[src/rtl/incr_pacer_if.sv]
// incr_pacer_if: start/stop handshake plus progress outputs of the burst pacer.
//   master : drives start_in, len_in, gap_in, stop_in; observes incr/busy/done/issued.
//   slave  : the pacer itself.
interface incr_pacer_if #(
  parameter int unsigned CNT_W = 16,
  parameter int unsigned GAP_W = 8
);
  logic             start_in;
  logic [CNT_W-1:0] len_in;
  logic [GAP_W-1:0] gap_in;
  logic             stop_in;
  logic             incr_out;
  logic             busy_out;
  logic             done_out;
  logic [CNT_W-1:0] issued_out;

  modport master (
    output start_in, len_in, gap_in, stop_in,
    input  incr_out, busy_out, done_out, issued_out
  );

  modport slave (
    input  start_in, len_in, gap_in, stop_in,
    output incr_out, busy_out, done_out, issued_out
  );
endinterface

[src/rtl/incr_pacer.sv]
// incr_pacer: emits a burst of len single-cycle increment strobes spaced by gap
// idle cycles, abortable with stop_in, reporting the issued count and a done strobe.
// Ports:
//   clk  : system clock, rising edge
//   rst  : synchronous active-high reset
//   bus  : incr_pacer_if.slave (start/len/gap/stop in; incr/busy/done/issued out)
module incr_pacer #(
  parameter int unsigned CNT_W = 16,
  parameter int unsigned GAP_W = 8
) (
  input  logic         clk,
  input  logic         rst,
  incr_pacer_if.slave  bus
);

  typedef enum logic [1:0] {
    IDLE  = 2'd0,
    PULSE = 2'd1,
    GAP   = 2'd2,
    DONE  = 2'd3
  } state_t;

  state_t           r_state;
  logic [CNT_W-1:0] r_len;
  logic [GAP_W-1:0] r_gap;
  logic [GAP_W-1:0] r_gap_cnt;
  logic [CNT_W-1:0] r_issued;
  logic [CNT_W-1:0] w_issued_inc;

  // issued never exceeds len, so this increment cannot wrap
  assign w_issued_inc = r_issued + CNT_W'(1);

  // Burst sequencer
  always_ff @(posedge clk) begin
    if (rst) begin
      r_state   <= IDLE;
      r_len     <= '0;
      r_gap     <= '0;
      r_gap_cnt <= '0;
      r_issued  <= '0;
    end else begin
      case (r_state)
        IDLE: begin
          // a simultaneous stop vetoes the start
          if (bus.start_in && !bus.stop_in) begin
            r_len    <= bus.len_in;
            r_gap    <= bus.gap_in;
            r_issued <= '0;
            r_state  <= (bus.len_in == '0) ? DONE : PULSE;
          end
        end
        PULSE: begin
          // the pulse driven this cycle is always counted, even on abort
          r_issued <= w_issued_inc;
          if (bus.stop_in || (w_issued_inc == r_len)) begin
            r_state <= DONE;
          end else if (r_gap == '0) begin
            r_state <= PULSE;
          end else begin
            r_gap_cnt <= r_gap;
            r_state   <= GAP;
          end
        end
        GAP: begin
          // gap counter is loaded with gap, so gap cycles elapse before the next pulse
          if (bus.stop_in) begin
            r_state <= DONE;
          end else if (r_gap_cnt == GAP_W'(1)) begin
            r_state <= PULSE;
          end else begin
            r_gap_cnt <= r_gap_cnt - GAP_W'(1);
          end
        end
        DONE: begin
          r_state <= IDLE;
        end
        default: begin
          r_state <= IDLE;
        end
      endcase
    end
  end

  // Outputs decode registered state only
  assign bus.incr_out   = (r_state == PULSE);
  assign bus.busy_out   = (r_state != IDLE);
  assign bus.done_out   = (r_state == DONE);
  assign bus.issued_out = r_issued;

endmodule

[src/flat_wrapper.sv]
// flat-port wrapper written by rule: the top's interface ports become plain ports
module incr_pacer_flat 
#(
  parameter int unsigned CNT_W = 16,
  parameter int unsigned GAP_W = 8
)
  (clk, rst, bus_start_in, bus_len_in, bus_gap_in, bus_stop_in, bus_incr_out, bus_busy_out, bus_done_out, bus_issued_out);
  incr_pacer_if #(.CNT_W(CNT_W), .GAP_W(GAP_W)) bus_i ();
  input  logic clk;
  input  logic rst;
  input wire logic [$bits(bus_i.start_in)-1:0] bus_start_in;
  input wire logic [$bits(bus_i.len_in)-1:0] bus_len_in;
  input wire logic [$bits(bus_i.gap_in)-1:0] bus_gap_in;
  input wire logic [$bits(bus_i.stop_in)-1:0] bus_stop_in;
  output wire logic [$bits(bus_i.incr_out)-1:0] bus_incr_out;
  output wire logic [$bits(bus_i.busy_out)-1:0] bus_busy_out;
  output wire logic [$bits(bus_i.done_out)-1:0] bus_done_out;
  output wire logic [$bits(bus_i.issued_out)-1:0] bus_issued_out;
  assign bus_i.start_in = bus_start_in;
  assign bus_i.len_in = bus_len_in;
  assign bus_i.gap_in = bus_gap_in;
  assign bus_i.stop_in = bus_stop_in;
  assign bus_incr_out = bus_i.incr_out;
  assign bus_busy_out = bus_i.busy_out;
  assign bus_done_out = bus_i.done_out;
  assign bus_issued_out = bus_i.issued_out;
  incr_pacer #(.CNT_W(CNT_W), .GAP_W(GAP_W)) u_core (.clk(clk), .rst(rst), .bus(bus_i));
endmodule
[config.mk]
export PLATFORM = sky130hd
export DESIGN_NAME = incr_pacer_flat
export DESIGN_NICKNAME = d
export VERILOG_FILES = /design/src/rtl/incr_pacer_if.sv /design/src/rtl/incr_pacer.sv /design/src/flat_wrapper.sv
export SDC_FILE = /design/constraint.sdc
export NUM_CORES = 1
export LEC_CHECK = 0
export BUFFER_PORTS_ARGS = -buffer_cell sky130_fd_sc_hd__buf_4
export CAP_MARGIN = 10
export CORE_MARGIN = 2
export CORE_UTILIZATION = 51
export DETAILED_ROUTE_END_ITERATION = 6
export GPL_TIMING_DRIVEN = 0
export PLACE_DENSITY = 0.83
export RECOVER_POWER = 25
export SYNTH_ARGS = -nofsm -noshare
export SYNTH_HDL_FRONTEND = slang
export SYNTH_SLANG_ARGS = --single-unit
[constraint.sdc]
create_clock -name clk -period 2.56 [get_ports clk]
set_clock_uncertainty 0.1 [all_clocks]
set_input_delay 0.384 -clock clk [delete_from_list [all_inputs] [get_ports clk]]
set_output_delay 0.384 -clock clk [all_outputs]
set_load 0.01 [all_outputs]
==> results.md <==
* Placement Setup Slack at -0.307 ns
* Slew headroom at 59.8%
* Worst EP required at 2.64 ns
* CP Class: flip-flop to flip-flop
* Status: finished, violations left
* Largest net degree at the start of global routing at 16
* Filler Cell Count at 483
* Pins over their slew limit at 0
* Die height at 79.3 um
* Post-Layout Inst Area at 3510 sq um
* Count of hold-fix buffers inserted at cts at 0
* Netlist Area Pre-Place at 2890 sq um
* Final worst path period need at 2.69 ns
* Worst hold path class: input pin to flip-flop
* Number of H-tree levels at 2
* Synth area leaders: dfxtp_1 (35%), a21oi_1 (10%), nand2_1 (9.4%)
* Actual slew at the worst max-slew pin at 0.603 ns
* Buffers & Inverters on Critical Path at 1
* Routed via count at 3,116
* Synth warn at 0
* Fmax at 372 MHz
* Max-cap violations at 0
* GRT Total Usage at 24.4%
* Post-route DRC at 0
* Maximum vdd drop at 0.284 mV
* Initial antenna violation count at 0
* Crit path max-delay family: simple AND/OR/NAND/NOR gates
* I/O Buffers at 45
* Yosys cell types at 54
* CTS tree: built
* Clock buffer depth at 2
* Avg Inst Size Synth at 7.50 sq um
* Post-synth ARST share at 0%
* Sequential area share after synthesis at 34.7%
* Critical path, cell by cell: ha_4 -> and4_4 -> and4_4 -> mux2i_1 -> nor4_2 -> nand4b_1 -> o21ai_2 -> buf_6 -> mux2i_1 -> nor2_1
* Static Leak at 0.00135 uW
* # IOs at 47
* Synthesized instance count at 385
* Most used DFF post-synth: dfxtp_1
* Ratio of cells with drive above 1 in the final layout at 18.5%
* Power Dens Cells at 480 nW/um^2
* CP Capture Type: flip-flop
* Post-route setup slack at -0.130 ns
* Critical path arrival at 2.77 ns
* DR pass1 iterations at 5
* Total CTS buffers at 5
* Final hold violation count at 0
* Standard-cell rows at 27
* Core ar. at 5470 sq um
* Routed WL at 8.14 mm
* Grt ovf at 0
* Hpwl dp at 5.58 mm
* Vias per inst at 5.99
* Worst-path maximum fanout at 10
* Ant. Diodes at 0
* First-pass GRT wire length at 12.1 mm
* Syn nets at 416
* RePlAce Congestion at 0.914
* Clk pin slew, worst setup/hold paths at 0.09 ns
* First-iteration detailed-routing DRC count at 411
* Post-layout util at 64.1%
* Number of synthesized flops with an enable pin at 0
* Die W at 79.3 um
* Initial Util at 52.8%
* Top-area cell type share of the netlist area at 34.7%
* CP max stage delay at 0.40 ns
* Slowest-stage cell, CP: dfxtp_4
* Final #Nets at 478
* P&R area growth vs syn at 21.4%
* Die area at 6280 sq um
* Register area at 1010 sq um
* Leading area contributor after synthesis: dfxtp_1
* FF+latch count, synth at 50
* Clock sinks at 50
* Placed Area at 3320 sq um
* Multi-input logic area at 1750 sq um
* Vias in the first global route at 2,628
* WL/cell at 15.6 um
* Failing checks: setup timing
* Setup-failing EPs final at 8
* Final worst-path cycle share at 105%
* Root Driver: clkbuf_8
* Startpoint class of the critical path: flip-flop
* Antenna viol nets, final at 0
* Worst-Skew Late Latency at 0.31 ns
* Hold Slack at 0.212 ns
[synthesized netlist by cell type, drive strengths merged (2+ instances only)]
| cell type | instances |
|---|---|
| mux2i | 4 |
| a21o | 4 |
| nor3 | 8 |
| clkbuf | 16 |
| ha | 3 |
| inv | 10 |
| and4 | 5 |
| nor4 | 11 |
| nand2 | 72 |
| nand4b | 3 |
| o21ai | 15 |
| nand4 | 9 |
| nor3b | 2 |
| a311oi | 5 |
| and2 | 2 |
| xnor2 | 9 |
| nor2 | 31 |
| dfxtp | 50 |
| a31oi | 3 |
| or3 | 3 |
| a211oi | 3 |
| and3 | 6 |
| xor2 | 7 |
| o32ai | 2 |
| nand2b | 3 |
| nor2b | 5 |
| a211o | 3 |
| nand3 | 7 |
| a21oi | 60 |
| buf | 10 |
[tightest hold or removal path: stages]
cell     delay [ns]
buf_4          0.11
nand2_1        0.04
a21oi_1        0.05
[final timing paths]
path	startpoint	to	slack, ns	cells past startpoint
setup / recovery	u_core.bus.issued_out[1]$_SDFFE_PP0P_	u_core.r_gap_cnt[1]$_SDFFE_PP0P_	-0.13	10
hold reg to reg	u_core.r_gap[0]$_SDFFE_PP0P_	u_core.r_gap[0]$_SDFFE_PP0P_	0.38	2
setup reg to reg	u_core.bus.issued_out[1]$_SDFFE_PP0P_	u_core.r_gap_cnt[1]$_SDFFE_PP0P_	-0.13	10
hold / removal	bus_gap_in[6]	u_core.r_gap[6]$_SDFFE_PP0P_	0.21	3
[flip-flops by register name (all words and copies together) (netlist names)]
register	flops
u_core.bus.issued_out	16
u_core.r_gap	8
u_core.r_state	2
u_core.r_gap_cnt	8
u_core.r_len	16
[layer usage]
layer	share of wire [%]	GRT usage, %	up-vias
li1	-	-	1491
met1	43	33.1	1437
met2	45	38.5	163
met3	9.6	5.23	25
met4	2.1	8.10	0
met5	0	0	-
[kinds of logic (layout without fill, tap and decap cells)]
group	Yosys count	in the layout	synth area share (%)
and+or+nand+nor	170	170	29.3
xor gates and xnor gates	16	16	4.85
DFF	50	50	34.7
muxes	4	4	1.39
buffers and inverters	36	99	5.85
AOI/OAI and AO/OA	106	106	22.7
adders and majority gates	3	3	1.30
[cells in the final DEF, fill, tap and decap left out, types with 3 or more instances in the layout]
master	n
xnor2_1	9
o21ai_1	4
nor4_2	3
and4_1	3
a21oi_1	59
nor2b_1	5
clkbuf_8	5
a211o_1	3
xor2_1	7
and3_1	6
clkbuf_1	26
nand3_1	7
dfxtp_1	46
inv_1	10
buf_4	50
nor3_1	8
mux2i_1	3
a21o_1	4
nor2_1	31
nand2_1	72
or3_1	3
a311oi_1	5
nand4b_1	3
o21ai_0	10
nor4_1	8
buf_2	4
nand4_1	8
nand2b_1	3
[final cells by class]
cell class / instances / share of cell area [%]
Inverter: 10 / 1.07
Multi-Input combinational cell: 299 / 50.0
Timing Repair Buffer: 56 / 11.0
Clock buffer: 6 / 2.07
Clock inverter: 2 / 1.07
Tap cell: 72 / 2.57
Buffer: 25 / 3.43
Sequential cell: 50 / 28.8
[power by group]
group          switching (uW)  internal, uW
Sequential               27.3           802
Clock                     269           292
Combinational             173           120
[repair_timing]
item / CTS / global route
endpoints found under the setup margin: 10 / 7
setup buffers: 2 / 8
gates cloned: 0 / 1
pin swaps: 1 / 7
gates resized for setup: 4 / 8
[through the flow]
| stage | instances | total power, uW | setup TNS, ns |
|---|---|---|---|
| after floorplan | 385 | 1010 | 0 |
| after global placement | 502 | 1110 | -1.19 |
| after detailed placement | 502 | 1110 | -1.61 |
| after CTS | 512 | 1660 | 0 |
| after global routing | 520 | 1750 | -1.36 |
| final | 520 | 1680 | -0.346 |
Note: power is estimated with default switching activity, not from simulation.
